**config.mk**
```make
export PLATFORM = sky130hd
export DESIGN_NAME = centroid_tracker
export DESIGN_NICKNAME = d
export VERILOG_FILES = /design/src/rtl/centroid_pkg.sv /design/src/rtl/seq_div.sv /design/src/rtl/centroid_tracker.sv
export SDC_FILE = /design/constraint.sdc
export NUM_CORES = 1
export LEC_CHECK = 0
export ABC_AREA = 1
export BUFFER_PORTS_ARGS = -buffer_cell sky130_fd_sc_hd__buf_2
export CAP_MARGIN = 20
export CORE_ASPECT_RATIO = 0.5
export CORE_MARGIN = 2
export CORE_UTILIZATION = 40
export CTS_CLUSTER_DIAMETER = 50
export CTS_CLUSTER_SIZE = 24
export DETAILED_ROUTE_END_ITERATION = 10
export SKIP_LAST_GASP = 1
export SLEW_MARGIN = 20
export SYNTH_ARGS = -nofsm -noshare
export SYNTH_HDL_FRONTEND = slang
export SYNTH_SLANG_ARGS = --single-unit
```
**constraint.sdc**
```tcl
create_clock -name clk -period 4 [get_ports clk]
set_clock_uncertainty 0.05 [all_clocks]
set_input_delay 1.2 -clock clk [delete_from_list [all_inputs] [get_ports clk]]
set_output_delay 1.2 -clock clk [all_outputs]
set_load 0.02 [all_outputs]
```
**src/rtl/centroid_pkg.sv**
```systemverilog
// Shared widths, FSM encoding and the off-screen coordinate for the centroid tracker.
package centroid_pkg;
    localparam int COORD_W = 12;
    localparam int SUM_W   = 32;
    localparam int CNT_W   = 20;

    localparam logic [COORD_W-1:0] COORD_NONE = 12'hFFF;

    typedef enum logic [1:0] {
        IDLE,
        DIV_X,
        DIV_Y,
        UPDATE
    } state_e;
endpackage

```
**src/rtl/seq_div.sv**
```systemverilog
// Restoring divider, one quotient bit per cycle. The start cycle already performs the
// first step, so 32 busy cycles end with done high; the quotient is registered at that edge.
module seq_div
    import centroid_pkg::*;
(
    input  logic             clk,
    input  logic             rst,
    input  logic             start,
    input  logic [SUM_W-1:0] dividend,
    input  logic [CNT_W-1:0] divisor,
    output logic             busy,
    output logic             done,
    output logic [SUM_W-1:0] quotient
);
    logic [SUM_W-1:0] quo_q, quo_d, cur_quo;
    logic [CNT_W-1:0] rem_q, rem_d, cur_rem;
    logic [CNT_W-1:0] dvs_q, dvs_d, cur_dvs;
    logic [4:0]       step_q, step_d;
    logic             busy_q, busy_d;
    logic [CNT_W:0]   trial, diff;
    logic             fits;

    always_comb begin
        cur_quo = start ? dividend : quo_q;
        cur_rem = start ? '0 : rem_q;
        cur_dvs = start ? divisor : dvs_q;
        trial   = {cur_rem, cur_quo[SUM_W-1]};
        diff    = trial - {1'b0, cur_dvs};
        fits    = (trial >= {1'b0, cur_dvs});

        quo_d  = quo_q;
        rem_d  = rem_q;
        dvs_d  = dvs_q;
        step_d = step_q;
        busy_d = busy_q;
        if (start || busy_q) begin
            quo_d  = {cur_quo[SUM_W-2:0], fits};
            rem_d  = fits ? diff[CNT_W-1:0] : trial[CNT_W-1:0];
            dvs_d  = cur_dvs;
            step_d = start ? 5'd1 : step_q + 5'd1;
            busy_d = start ? 1'b1 : (step_q != 5'd31);
        end
    end

    always_ff @(posedge clk) begin
        if (rst) begin
            quo_q  <= '0;
            rem_q  <= '0;
            dvs_q  <= '0;
            step_q <= '0;
            busy_q <= 1'b0;
        end else begin
            quo_q  <= quo_d;
            rem_q  <= rem_d;
            dvs_q  <= dvs_d;
            step_q <= step_d;
            busy_q <= busy_d;
        end
    end

    assign busy     = busy_q;
    assign done     = busy_q && (step_q == 5'd31);
    assign quotient = quo_q;
endmodule

```
**src/rtl/centroid_tracker.sv**
```systemverilog
// Per-frame mask centroid, divided during vertical blanking and held for the next frame.
// Optional build macro CENTROID_MIN_AREA_EN: frames with fewer than MIN_AREA pixels count as empty.
module centroid_tracker
    import centroid_pkg::*;
#(
    parameter int IMG_W    = 720,
    parameter int IMG_H    = 576,
    parameter int MIN_AREA = 16
) (
    input  logic               clk,
    input  logic               rst,
    input  logic               de_in,
    input  logic               hsync_in,
    input  logic               vsync_in,
    input  logic [7:0]         mask,
    output logic [COORD_W-1:0] x,
    output logic [COORD_W-1:0] y,
    output logic               coord_valid,
    output logic               locked,
    output logic               overrun
);
    wire unused_hsync = hsync_in;

    state_e             state_q, state_d;
    logic               vsync_q;
    logic [COORD_W-1:0] h_cnt_q, h_cnt_d, v_cnt_q, v_cnt_d;
    logic [SUM_W-1:0]   sum_x_q, sum_x_d, sum_y_q, sum_y_d;
    logic [CNT_W-1:0]   cnt_q, cnt_d;
    logic [SUM_W-1:0]   snap_x_q, snap_x_d, snap_y_q, snap_y_d;
    logic [CNT_W-1:0]   snap_cnt_q, snap_cnt_d;
    logic [COORD_W-1:0] qx_q, qx_d, x_q, x_d, y_q, y_d;
    logic               coord_valid_q, coord_valid_d;
    logic               locked_q, locked_d;
    logic               overrun_q, overrun_d;

    logic               frame_end, area_ok;
    logic               snap_en, drop, cap_qx, do_update, div_start;
    logic               div_busy, div_done;
    logic [SUM_W-1:0]   div_quo;

    assign frame_end = vsync_q && !vsync_in;

    // The accumulators are snapshotted at frame end, so judging them now equals judging the snapshot.
`ifdef CENTROID_MIN_AREA_EN
    assign area_ok = (cnt_q != '0) && (cnt_q >= CNT_W'(MIN_AREA));
`else
    localparam int unused_min_area = MIN_AREA;
    assign area_ok = (cnt_q != '0);
`endif

    seq_div u_div (
        .clk      (clk),
        .rst      (rst),
        .start    (div_start),
        .dividend ((state_q == DIV_X) ? snap_x_q : snap_y_q),
        .divisor  (snap_cnt_q),
        .busy     (div_busy),
        .done     (div_done),
        .quotient (div_quo)
    );

    wire unused_quo_hi = ^div_quo[SUM_W-1:COORD_W];

    always_ff @(posedge clk) begin
        if (rst) state_q <= IDLE;
        else     state_q <= state_d;
    end

    always_comb begin
        state_d = state_q;
        case (state_q)
            IDLE:    if (frame_end && area_ok) state_d = DIV_X;
            DIV_X:   if (div_done) state_d = DIV_Y;
            DIV_Y:   if (div_done) state_d = UPDATE;
            UPDATE:  state_d = IDLE;
            default: state_d = IDLE;
        endcase
    end

    always_comb begin
        snap_en   = frame_end && (state_q == IDLE);
        drop      = snap_en && !area_ok;
        overrun_d = frame_end && (state_q != IDLE);
        div_start = ((state_q == DIV_X) || (state_q == DIV_Y)) && !div_busy;
        // First DIV_Y cycle: the divider still holds the X quotient from the previous edge.
        cap_qx    = (state_q == DIV_Y) && !div_busy;
        do_update = (state_q == UPDATE);
    end

    always_comb begin
        h_cnt_d = h_cnt_q;
        v_cnt_d = v_cnt_q;
        if (!vsync_in) begin
            h_cnt_d = '0;
            v_cnt_d = '0;
        end else if (de_in) begin
            if (h_cnt_q == COORD_W'(IMG_W - 1)) begin
                h_cnt_d = '0;
                v_cnt_d = (v_cnt_q == COORD_W'(IMG_H - 1)) ? '0 : v_cnt_q + 1'b1;
            end else begin
                h_cnt_d = h_cnt_q + 1'b1;
            end
        end

        sum_x_d = sum_x_q;
        sum_y_d = sum_y_q;
        cnt_d   = cnt_q;
        if (frame_end) begin
            sum_x_d = '0;
            sum_y_d = '0;
            cnt_d   = '0;
        end else if (de_in && (mask != 8'h00)) begin
            sum_x_d = sum_x_q + SUM_W'(h_cnt_q);
            sum_y_d = sum_y_q + SUM_W'(v_cnt_q);
            cnt_d   = cnt_q + 1'b1;
        end

        snap_x_d   = snap_en ? sum_x_q : snap_x_q;
        snap_y_d   = snap_en ? sum_y_q : snap_y_q;
        snap_cnt_d = snap_en ? cnt_q   : snap_cnt_q;

        qx_d          = cap_qx ? div_quo[COORD_W-1:0] : qx_q;
        x_d           = do_update ? qx_q : x_q;
        y_d           = do_update ? div_quo[COORD_W-1:0] : y_q;
        coord_valid_d = do_update;
        locked_d      = locked_q;
        if (do_update) locked_d = 1'b1;
        else if (drop) locked_d = 1'b0;
    end

    always_ff @(posedge clk) begin
        if (rst) begin
            vsync_q       <= 1'b0;
            h_cnt_q       <= '0;
            v_cnt_q       <= '0;
            sum_x_q       <= '0;
            sum_y_q       <= '0;
            cnt_q         <= '0;
            snap_x_q      <= '0;
            snap_y_q      <= '0;
            snap_cnt_q    <= '0;
            qx_q          <= '0;
            x_q           <= COORD_NONE;
            y_q           <= COORD_NONE;
            coord_valid_q <= 1'b0;
            locked_q      <= 1'b0;
            overrun_q     <= 1'b0;
        end else begin
            vsync_q       <= vsync_in;
            h_cnt_q       <= h_cnt_d;
            v_cnt_q       <= v_cnt_d;
            sum_x_q       <= sum_x_d;
            sum_y_q       <= sum_y_d;
            cnt_q         <= cnt_d;
            snap_x_q      <= snap_x_d;
            snap_y_q      <= snap_y_d;
            snap_cnt_q    <= snap_cnt_d;
            qx_q          <= qx_d;
            x_q           <= x_d;
            y_q           <= y_d;
            coord_valid_q <= coord_valid_d;
            locked_q      <= locked_d;
            overrun_q     <= overrun_d;
        end
    end

    assign x           = x_q;
    assign y           = y_q;
    assign coord_valid = coord_valid_q;
    assign locked      = locked_q;
    assign overrun     = overrun_q;
endmodule

```
# After elaboration in Yosys (flattened, before gate mapping)
# Index checks and enable logic that the tools add are counted.
# totals
register_bits	312
in_bits	13
out_inout_bits	27
elab_cells	78
# op_classes
n_addsub	7
order_cmp	1
n_eq_ne	10
n_mux	15
bitwise_logic	1
n_reduce_logical	23
# op_table
cell	count
$add A32 B12 Y32	2
$mux W32	2
$mux W20	3
$add A12 B1 Y12 const B	2
$eq A12 B10 Y1 const B	2
$mux W12	2
$ge A21 B20 Y1	1
$add A20 B1 Y20 const B	1
$reduce_bool A20 Y1	1
$sub A20 B20 Y20	1
$logic_and A1 B1 Y1	9
$pmux W2 S4	1
$reduce_bool A8 Y1	1
$mux W2	3
$ne A2 B2 Y1 const B	3
$add A5 B1 Y5 const B	1
$eq A5 B5 Y1 const B	1
$mux W5	1
$ne A5 B5 Y1 const B	1
$eq A2 B2 Y1 const B	2
$reduce_bool A2 Y1	2
$reduce_or A2 Y1	2
$logic_not A1 Y1	3
$mux W1	3
other kinds (6)	7

# Depth between registers and ports, before layout
# depth
depth_word	6
mapped_depth	23
ltp_nobuf	21

# Modules after synthesis
# A second synthesis with hierarchy kept.
# unflattened
hier_cells	2487
hier_area_um2	16754.8
# by_module_without_submodules
mod	instances	cells_per_inst	area_each_um2	seq_area_each_um2
centroid_tracker	1	1769	11911.4	4684.5
seq_div	1	718	4843.4	1561.5

# Least setup slack after synthesis
# OpenSTA, ideal clock, no wires.
# synth_path
kind	register to register
start	reg state_q[1]
end	reg u_div.rem_q[0]
setup_time_ps	117
arrival_ps	3285
required_time_ps	3833
path_slack_ps	548
stages_incl_launch_ff	20
path_buffers	3
period_less_slack_ps	3452
path_cell_list	dfxtp_1 inv_1 ha_1 inv_1 nor2_1 clkbuf_1 buf_1 nand2_1 o21ai_0 ha_1 a21o_1 a21oi_1 nand2_1 a31oi_1 nand4_4 inv_2 buf_6 nand2_1 nand3_1 o21ai_1
# synth_via
elab_chain_cells	6
word_cells_on_any_way	12
cone_classes	add/sub: 1; order compare: 1; eq/ne: 2; mux: 5; reduce/logical: 3
# synth_rtl
item	line	text
from (decl)	centroid_tracker.sv:24	state_e state_q, state_d;
from (signal assigned)	centroid_tracker.sv:66	else state_q <= state_d;
$eq A2 B1 Y1 / $eq A2 B2 Y1 (equally long branches)	centroid_tracker.sv:55, centroid_tracker.sv:84	
$logic_or A1 B1 Y1	centroid_tracker.sv:84	div_start = ((state_q == DIV_X) || (state_q == DIV_Y)) && !div_busy;
$logic_and A1 B1 Y1	centroid_tracker.sv:84	
$mux W32, or another cell as far along	seq_div.sv:24	cur_quo = start ? dividend : quo_q;
$sub A20 B20 Y20 / $ge A21 B20 Y1 (equally long branches)	seq_div.sv:28, seq_div.sv:29	
$mux W20	seq_div.sv:38	rem_d = fits ? diff[CNT_W-1:0] : trial[CNT_W-1:0];
to (signal assigned)	seq_div.sv:54	rem_q <= rem_d;
to (decl)	seq_div.sv:16	logic [CNT_W-1:0] rem_q, rem_d, cur_rem;
# Parallel ways exist; a longest one is shown, timed or not.
# A chain may end at the register's enable or synchronous reset.

# Worst setup path in the final report
# layout_path
start	reg state_q[1]
end	reg u_div.rem_q[10]
# Same word-level chain as after synthesis.

==> impl_results.md <==
- Post-route DRC violation count: 0
- Adder-Cell Fraction of Synth Area: 4.61%
- Input/output buffers: 38
- Die ar.: 40200 sq um
- Clk buf depth: 3
- Final Routed Wirelength: 39800 microns
- Yosys warns: 0
- Sequential share of the synthesized area: 40.5%
- CP Launch Type: flop
- Setup TNS: 0 ns
- Share of post-route cells with drive strength above 1: around 6.5%
- Ys flop type: dfxtp_1
- Syn Inst Count: 2192
- WHS Endpoint: snap_x_q[31]$_SDFFE_PP0P_
- Final HPWL DP: roughly 28000 microns
- Commonest non-fill, non-tap cell in the layout: nand2_1
- Gp weighted congestion: just over 0.9
- Most frequent cells in the layout: 408 x nand2_1, 312 x dfxtp_1, 269 x a21oi_1, 268 x inv_1, 208 x o21ai_0
- Minimum clock period: 3.68 ns
- DR pass1 iterations: 5
- Crit path kind: flop to flop
- Final Max Tran Viols: 0
- Worst Setup End Kind: flop
- Mux share of post-synthesis cell area: 0%
- Compound-cell area share of the yosys netlist: 19.2%
- Hold depth: 2
- CP arrival: 4.09 ns
- Starting Density: 40.9%
- Critical path fanouts, max: 51
- Pre-CTS setup slack: 0.230 ns
- Largest net degree at the start of global routing: 58
- Simple-Gate Fraction of Synth Area: 23.9%
- Final worst slack: 0.316 ns
- FF-to-FF Start: state_q[1]$_SDFFE_PP0P_
- Post-synthesis xor/xnor area fraction: between 2 and 2.5%
- Hold wc startpoint: snap_x_q[31]$_SDFFE_PP0P_
- Sequential Power Share: 29.2%
- Peak supply drop: 431 uV
- Critical R2R Capture: u_div.rem_q[10]$_SDFFE_PP0P_
- DIE WIDTH: 282 microns
- Status: finished clean
- Drt wl/cell: 14.6 microns
- Die Span Y: between 100 and 150 microns
- Clock power share: a little over a fifth
- Worst slew pin tran: 0.927 ns
- Global route overflow: 0
- DR iter-0 viols: 1140
- P_leak: 6.96 nW
- Fin crit share: 92.1%
- Slew margin rel.: 38.1%
- Vias in the first global route: 12928
- Synthesized net count: 2260
- R2R depth: 20
- N_diodes: 0
- Nets@finish: roughly 2300
- CTS tree: yes
- Total number of vias: around 14000
- Cts bufs inserted: 26
- Largest family of logic cells by synthesized area: simple AND/OR/NAND/NOR gates
- All-layer global routing usage: 20.0%
- Final Setup Violations: 0
- Register bit total from synthesis: 312
- Core area: 37700 sq um
- H-tree depth: 1
- Final hold slack: 0.401 ns
- Sw frac: 46.1%
- Vias per cell: slightly above 5
- Maxcap violations: 0
- Final ANT Viol Nets: 0
- EDFF count, synth: 0
- Hold crit path type: flop to flop
- Achievable Freq: 271 MHz
- Power Total: about 13 mW
- First-pass GRT wire length: 66300 microns
- CTS sink cnt: about 310
- Reg2reg setup slack: 0.32 ns
- Syn Area/Cell: around 7.0 sq um
- RSZ-0062 raised after global routing: false
- P_int: around 6.8 mW
- Clock Tree Root: clkbuf_16
- Initial antenna violation count: 0
- Area Growth Syn to Fin: 10.7%
- Synth Cell Area: ~15000 sq um
- Hold buffers post-CTS: 0
- Pwr Density: 743 nW/um^2
- Std cell rows: 50
- Ys async rst share: 0%
- Hold Vio Cnt, Final: 0
- Gate power share: 49.4%
- Worst-path clk slew: 0.08 ns
- Netlist cell types: 52
- I/O pin count: 40
- NetSw: 5.84 mW
- Clk_lat worst skew: around 0.57 ns
- CP required: 4.40 ns
[power groups by stage]
stage	sequential [mW]	combinational [mW]	clock [mW]
after global placement	3.76	6.18	0
after CTS	3.70	6.25	2.79
after global routing	3.74	7.16	2.92
after detailed placement	3.77	6.21	0
after floorplan	3.74	4.79	0
final	3.70	6.26	2.71
[metal layers]
metal | part of all wire, % | vias to the layer above | global-route usage [%] | wire, microns
li1 | - | 7247 | - | -
met4 | 1.6 | 0 | 3.39 | 618
met5 | 0 | - | 0 | 0
met2 | 42 | 238 | 31.5 | 16700
met1 | 52 | 6317 | 29.4 | 20700
met3 | 4.3 | 42 | 2.80 | 1720
[state kept, by name, summed over array words and instances, names as in the netlist, 20 cells and up]
register / flops
cnt_q: 20
snap_cnt_q: 20
snap_x_q: 32
snap_y_q: 32
sum_x_q: 32
sum_y_q: 32
u_div.dvs_q: 20
u_div.quotient: 32
u_div.rem_q: 20
[logic make-up (layout without fill, tap and decap cells)]
| family | count (synthesis) | count (layout) |
|---|---|---|
| adders and majority gates | 55 | 55 |
| DFF | 312 | 312 |
| and+or+nand+nor | 857 | 857 |
| xor gates and xnor gates | 43 | 43 |
| buffers and inverters | 369 | 388 |
| AOI/OAI and AO/OA | 556 | 556 |
[how the worst max path moves through the flow]
stage	from	endpoint	depth (start not counted)	slack (ns)
after floorplan	state_q[1]$_SDFFE_PP0P_	u_div.rem_q[0]$_SDFFE_PP0P_	19	0.55
after CTS	state_q[1]$_SDFFE_PP0P_	u_div.rem_q[14]$_SDFFE_PP0P_	19	0.22
final	state_q[1]$_SDFFE_PP0P_	u_div.rem_q[10]$_SDFFE_PP0P_	20	0.32
after detailed placement	state_q[1]$_SDFFE_PP0P_	u_div.rem_q[14]$_SDFFE_PP0P_	19	0.23
after global placement	state_q[1]$_SDFFE_PP0P_	u_div.rem_q[14]$_SDFFE_PP0P_	17	0.29
after global routing	state_q[1]$_SDFFE_PP0P_	u_div.rem_q[6]$_SDFFE_PP0P_	21	0.01
[repair_timing]
item	in CTS	in global routing
setup endpoints to repair	0	14
setup buffers	0	0
hold endpoints to repair	0	0
gates resized for setup	0	3
[area by class of cell]
type / count / area [sq um]
repair buffers: 66 / 425
fillers: 3928 / 20600
multi-input cells: 1511 / 7780
inverters: 274 / 1040
clock inverters: 18 / 239
well taps: 520 / 651
clock buffers: 30 / 686
flip-flops and latches: 312 / 6250
[stage by stage]
step | util [%] | cells | instance area, sq um
3_5_place_dp | 42.8 | 2683 | 16100
5_1_grt | 45.3 | 2731 | 17100
4_1_cts | 45.3 | 2731 | 17100
3_3_place_gp | 42.8 | 2683 | 16100
6_report | 45.3 | 2731 | 17100
2_1_floorplan | - | 2192 | 15400
[critical path: stages, from the launching register on]
cell     delay, ns
dfxtp_1       0.39
inv_1         0.09
ha_2          0.33
inv_1         0.14
nor2_4        0.05
buf_12        0.17
o21ai_0       0.48
ha_1          0.35
nand2_1       0.09
inv_1         0.04
nand2_1       0.05
nand2_1       0.12
nand4_2       0.13
nand2_2       0.09
nand3_1       0.14
nand4_4       0.27
buf_4         0.30
nand2_1       0.08
nand3_1       0.07
nand2_1       0.08
inv_1         0.03
[cell usage after synthesis (2+ instances only)]
master,count,area share [%]
a211oi_1,5,0.24
a21boi_0,5,0.24
a21o_1,6,0.29
a21oi_1,270,8.8
a221oi_1,5,0.28
a31oi_1,16,0.65
a32o_1,2,0.13
and3_1,2,0.081
buf_1,4,0.097
buf_6,4,0.29
clkbuf_1,85,2.1
dfxtp_1,312,41
fa_1,3,0.39
ha_1,52,4.2
inv_1,269,6.6
inv_2,4,0.097
nand2_1,409,10
nand2_2,6,0.24
nand2_4,2,0.15
nand3_1,120,3.9
nand3_4,3,0.34
nand3b_1,5,0.24
nand4_1,40,1.6
nor2_1,209,5.1
nor3_1,41,1.3
nor3b_1,3,0.15
nor4_1,7,0.28
o211ai_1,10,0.49
o21a_1,8,0.39
o21ai_0,208,6.8
o21ai_1,5,0.16
o21bai_1,6,0.29
o22ai_1,2,0.081
or2_2,5,0.20
xnor2_1,12,0.68
xor2_1,31,1.8
Power figures use the tool's default switching activity.
